File: src/rtl/mem_arbiter.sv
// mem_arbiter: two-requester (CPU, DMA) single-port memory arbiter with starvation guard.
// Defining ARB_ROUND_ROBIN_EN resolves fresh ties round-robin; otherwise the CPU wins ties.
module mem_arbiter #(
    parameter int ADDR_WIDTH = 14,
    parameter int DATA_WIDTH = 32,
    parameter int MAX_RUN    = 8
) (
    input  logic                  clk,
    input  logic                  rst,
    input  logic                  cpu_req,
    input  logic [3:0]            cpu_we,
    input  logic [ADDR_WIDTH-1:0] cpu_addr,
    input  logic [DATA_WIDTH-1:0] cpu_wdata,
    output logic                  cpu_gnt,
    output logic                  cpu_rvalid,
    output logic [DATA_WIDTH-1:0] cpu_rdata,
    input  logic                  dma_req,
    input  logic [3:0]            dma_we,
    input  logic [ADDR_WIDTH-1:0] dma_addr,
    input  logic [DATA_WIDTH-1:0] dma_wdata,
    output logic                  dma_gnt,
    output logic                  dma_rvalid,
    output logic [DATA_WIDTH-1:0] dma_rdata,
    output logic                  mem_en,
    output logic [3:0]            mem_we,
    output logic [ADDR_WIDTH-1:0] mem_addr,
    output logic [DATA_WIDTH-1:0] mem_din,
    input  logic [DATA_WIDTH-1:0] mem_dout
);
    localparam int CW = $clog2(MAX_RUN + 1);
    localparam logic [CW-1:0] RUN_MAX = CW'(MAX_RUN);
    logic          pend, owner, last_win, both, pick_dma, tie_dma;
    logic [CW-1:0] run_cnt;
`ifdef ARB_ROUND_ROBIN_EN
    assign tie_dma = ~last_win;
`else
    assign tie_dma = 1'b0;
`endif
    assign both = cpu_req & dma_req;
    // Under contention: fresh tie uses policy, an exhausted run hands over, otherwise the run continues.
    assign pick_dma = (run_cnt == '0) ? tie_dma : (run_cnt >= RUN_MAX) ? ~last_win : last_win;
    assign cpu_gnt = ~rst & cpu_req & (~dma_req | ~pick_dma);
    assign dma_gnt = ~rst & dma_req & (~cpu_req | pick_dma);
    assign mem_en   = cpu_gnt | dma_gnt;
    assign mem_we   = cpu_gnt ? cpu_we    : dma_gnt ? dma_we    : 4'h0;
    assign mem_addr = cpu_gnt ? cpu_addr  : dma_gnt ? dma_addr  : '0;
    assign mem_din  = cpu_gnt ? cpu_wdata : dma_gnt ? dma_wdata : '0;
    assign cpu_rvalid = ~rst & pend & ~owner;
    assign dma_rvalid = ~rst & pend & owner;
    assign cpu_rdata  = cpu_rvalid ? mem_dout : '0;
    assign dma_rdata  = dma_rvalid ? mem_dout : '0;
    always_ff @(posedge clk) begin
        if (rst) begin
            pend     <= 1'b0;
            owner    <= 1'b0;
            last_win <= 1'b1;
            run_cnt  <= '0;
        end else begin
            pend  <= mem_en & (mem_we == 4'h0);
            owner <= dma_gnt;
            if (mem_en) last_win <= dma_gnt;
            run_cnt <= !both ? '0 : (run_cnt == '0 || dma_gnt != last_win) ? CW'(1) : run_cnt + CW'(1);
        end
    end
endmodule
File: config.mk
export PLATFORM = sky130hd
export DESIGN_NAME = mem_arbiter
export DESIGN_NICKNAME = d
export VERILOG_FILES = /design/src/rtl/mem_arbiter.sv
export SDC_FILE = /design/constraint.sdc
export NUM_CORES = 1
export LEC_CHECK = 0
export CORE_AREA = 2 2 98 100
export DETAILED_ROUTE_END_ITERATION = 8
export DIE_AREA = 0 0 100 102
export PLACE_DENSITY = 0.72
export SETUP_SLACK_MARGIN = 0.15
export SKIP_CTS_REPAIR_TIMING = 1
export SLEW_MARGIN = 20
export SYNTH_ARGS = -nofsm -noshare
export SYNTH_HDL_FRONTEND = slang
export SYNTH_SLANG_ARGS = --single-unit
File: constraint.sdc
create_clock -name clk -period 2.8 [get_ports clk]
set_clock_uncertainty 0.1 [all_clocks]
set_input_delay 0.56 -clock clk [delete_from_list [all_inputs] [get_ports clk]]
set_output_delay 0.56 -clock clk [all_outputs]
set_load 0.02 [all_outputs]
==> results.json <==
{
  "status": "complete, no violations",
  "boundaryPins": 255,
  "yosysWarnings": 0,
  "r2r_setup_slack_ns": 0.85,
  "cts_tree": "done",
  "irDropWorstVdd_v": 0.000120,
  "rr_worst_depth": 8,
  "drive_gt1_frac": 0.218,
  "crit_path_end_kind": "output port",
  "stdcell_area_sq_um": 4560,
  "cp_data_required_time_ns": 2.14,
  "grt_usage": 0.148,
  "synth.avg_cell_area_sq_um": 7.61,
  "period_share": 0.955,
  "drv_cap": 0,
  "min_path_cells": 2,
  "max_freq_mhz": 374,
  "routedWlPerCell_microns": 18.2,
  "drt-total-wl_microns": 10100,
  "drt-initial-drc-count": 39,
  "die_h_microns": 102,
  "maxSlewHeadroom": 0.813,
  "core_sq_um": 9110,
  "p_int_uw": 546,
  "antenna_found_initial": 0,
  "min_to": "run_cnt[0]$_SDFF_PP0_",
  "hold_viol": 0,
  "start_kind": "register",
  "nets": 584,
  "swShare": 0.319,
  "grt_pass1_vias": 2304,
  "remaining_drc_errors": 0,
  "placedCellCount": 538,
  "rsz0062_at_grt": "yes",
  "synth_cells": 174,
  "cts_buffer_depth": 2,
  "h-tree-depth": 1,
  "final.setup.tns_ns": 0,
  "dp_hpwl_microns": 7470,
  "syn_nets": 312,
  "period_needed_ns": 2.67,
  "port_buffers": 254,
  "critPathMaxFanout": 7,
  "place.gp.congestion": 0.705,
  "grt_pass1_wl_microns": 11900,
  "leakagePower_nw": 2.68,
  "syn_area_sq_um": 1320,
  "fin_cells": 556,
  "clk_pin_slew_ns": 0.04,
  "hp-start": "run_cnt[0]$_SDFF_PP0_",
  "crit-reg2reg-capture": "pend$_SDFF_PP0_",
  "pwr-share-comb": 0.691,
  "rows": 35,
  "start_util": 0.145,
  "worst_slack_ns": 0.127,
  "drv_slew": 0,
  "viasPerCell": 4.45,
  "arrival_ns": 2.01,
  "hold_path.class": "reg2reg",
  "antenna_left": 0,
  "dp_slack_ns": -0.469,
  "ff_latch_area_sq_um": 143,
  "firstDrtPassIters": 4,
  "switchingPower_uw": 256,
  "ys_types": 27,
  "placed_area_sq_um": 4070,
  "seqPwrFrac": 0.131,
  "grt_max_degree": 52,
  "numCtsBuffers": 3,
  "clk_latency_ns": 0.23,
  "power-per-cell-area_nw_per_um2": 176,
  "timing.rr.start": "run_cnt[1]$_SDFF_PP0_",
  "clock-sinks": 7,
  "vias": 2476,
  "final_cell_mix": "clkdlybuf4s50_1, and2_1, buf_6, a22o_1, dlymetal6s2s_1",
  "multi_input_area_sq_um": 1130,
  "antenna_cells": 0,
  "area_delta_synth_final_pct": 245,
  "clkPwrFrac": 0.177,
  "mostFrequentLayoutCell": "clkdlybuf4s50_1",
  "die_x_microns": 100,
  "finalSetupViolations": 0,
  "dieArea_sq_um": 10200,
  "synth-seq-cells": 7,
  "grt.overflow.total": 0,
  "worstMarginPinSlew_ns": 0.280,
  "fillCellCount": 831,
  "final_util": 0.501,
  "clockRootBuffer": "clkbuf_8",
  "criticalPathCategory": "reg2out",
  "yosysSeqAreaShare": 0.106
}
## cells by family after synthesis
| logic type | Yosys count | synth area share |
|---|---|---|
| AND/OR/NAND/NOR | 87 | 0.409 |
| AO/OA/AOI/OAI | 57 | 0.372 |
| buffers and inverters | 20 | 0.0860 |
| flip-flops | 7 | 0.106 |
| adder cells (fa/ha/maj) | 2 | 0.0189 |
| multiplexers | 1 | 0.00756 |
## cell usage after synthesis (all sizes together)
master	number	area share
nor2	6	0.017
nand3	2	0.0076
buf	6	0.046
ha	2	0.019
nand2b	2	0.0095
nor3	2	0.0076
a22o	50	0.33
o221ai	1	0.0066
o21ai	2	0.0076
nor3b	3	0.026
mux2i	1	0.0076
and2	64	0.30
inv	3	0.0085
o211a	1	0.0076
and3	1	0.0047
or4b	1	0.0076
or3	1	0.0047
dfxtp	7	0.11
a21oi	2	0.0076
nand3b	1	0.0057
nor4b	1	0.0066
nor2b	1	0.0047
nand2	2	0.0057
o311ai	1	0.012
clkbuf	11	0.031
## how the worst max path moves through the flow
stage	start	to	slack (ns)	depth (start not counted)
after floorplan	run_cnt[0]$_SDFF_PP0_	mem_din[22]	0.33	7
after global placement	dma_req	mem_we[3]	-0.44	7
after detailed placement	dma_req	mem_we[3]	-0.47	7
after CTS	dma_req	mem_we[3]	-0.48	7
after global routing	run_cnt[1]$_SDFF_PP0_	mem_din[31]	0.07	9
final	run_cnt[1]$_SDFF_PP0_	mem_din[28]	0.13	9
## flip-flops by register name, indices dropped and copies added, names as in the netlist
signal and flops:
pend 1, run_cnt 4, last_win 1, owner 1
## power by group through the flow
stage	logic, mW	registers, mW	clock network [mW]
4_1_cts	0.498	0.105	0.145
3_5_place_dp	0.495	0.106	0
6_report	0.554	0.105	0.142
3_3_place_gp	0.493	0.106	0
5_1_grt	0.582	0.105	0.150
2_1_floorplan	0.162	0.106	0
## critical path, stage by stage, from the launching register on
cell,delay (ns)
dfxtp_2,0.33
inv_2,0.05
ha_4,0.15
nor2b_4,0.12
o211a_1,0.26
nor3b_4,0.24
buf_6,0.18
clkbuf_16,0.16
a22o_1,0.17
buf_6,0.12
## final cells by class
class                   instances  area share
inverters                       3     0.00247
clock buffers                   4     0.00987
repair buffers                284       0.679
well taps                     111      0.0304
flip-flops and latches          7      0.0313
multi-input cells             147       0.247
## per-stage QoR
| step | total power, mW | hold slack, ns |
|---|---|---|
| 2_1_floorplan | 0.268 | 0.350 |
| 3_3_place_gp | 0.599 | 0.394 |
| 3_5_place_dp | 0.602 | 0.387 |
| 4_1_cts | 0.748 | 0.401 |
| 5_1_grt | 0.837 | 0.460 |
| 6_report | 0.801 | 0.431 |
## routing by layer
layer / part of all wire / GRT usage / vias up
li1: - / - / 1180
met1: 0.40 / 0.177 / 1121
met2: 0.50 / 0.279 / 164
met3: 0.086 / 0.0274 / 11
met4: 0.012 / 0.0274 / 0
met5: 0 / 0 / -
No activity file was read; power rests on OpenSTA's default activity.
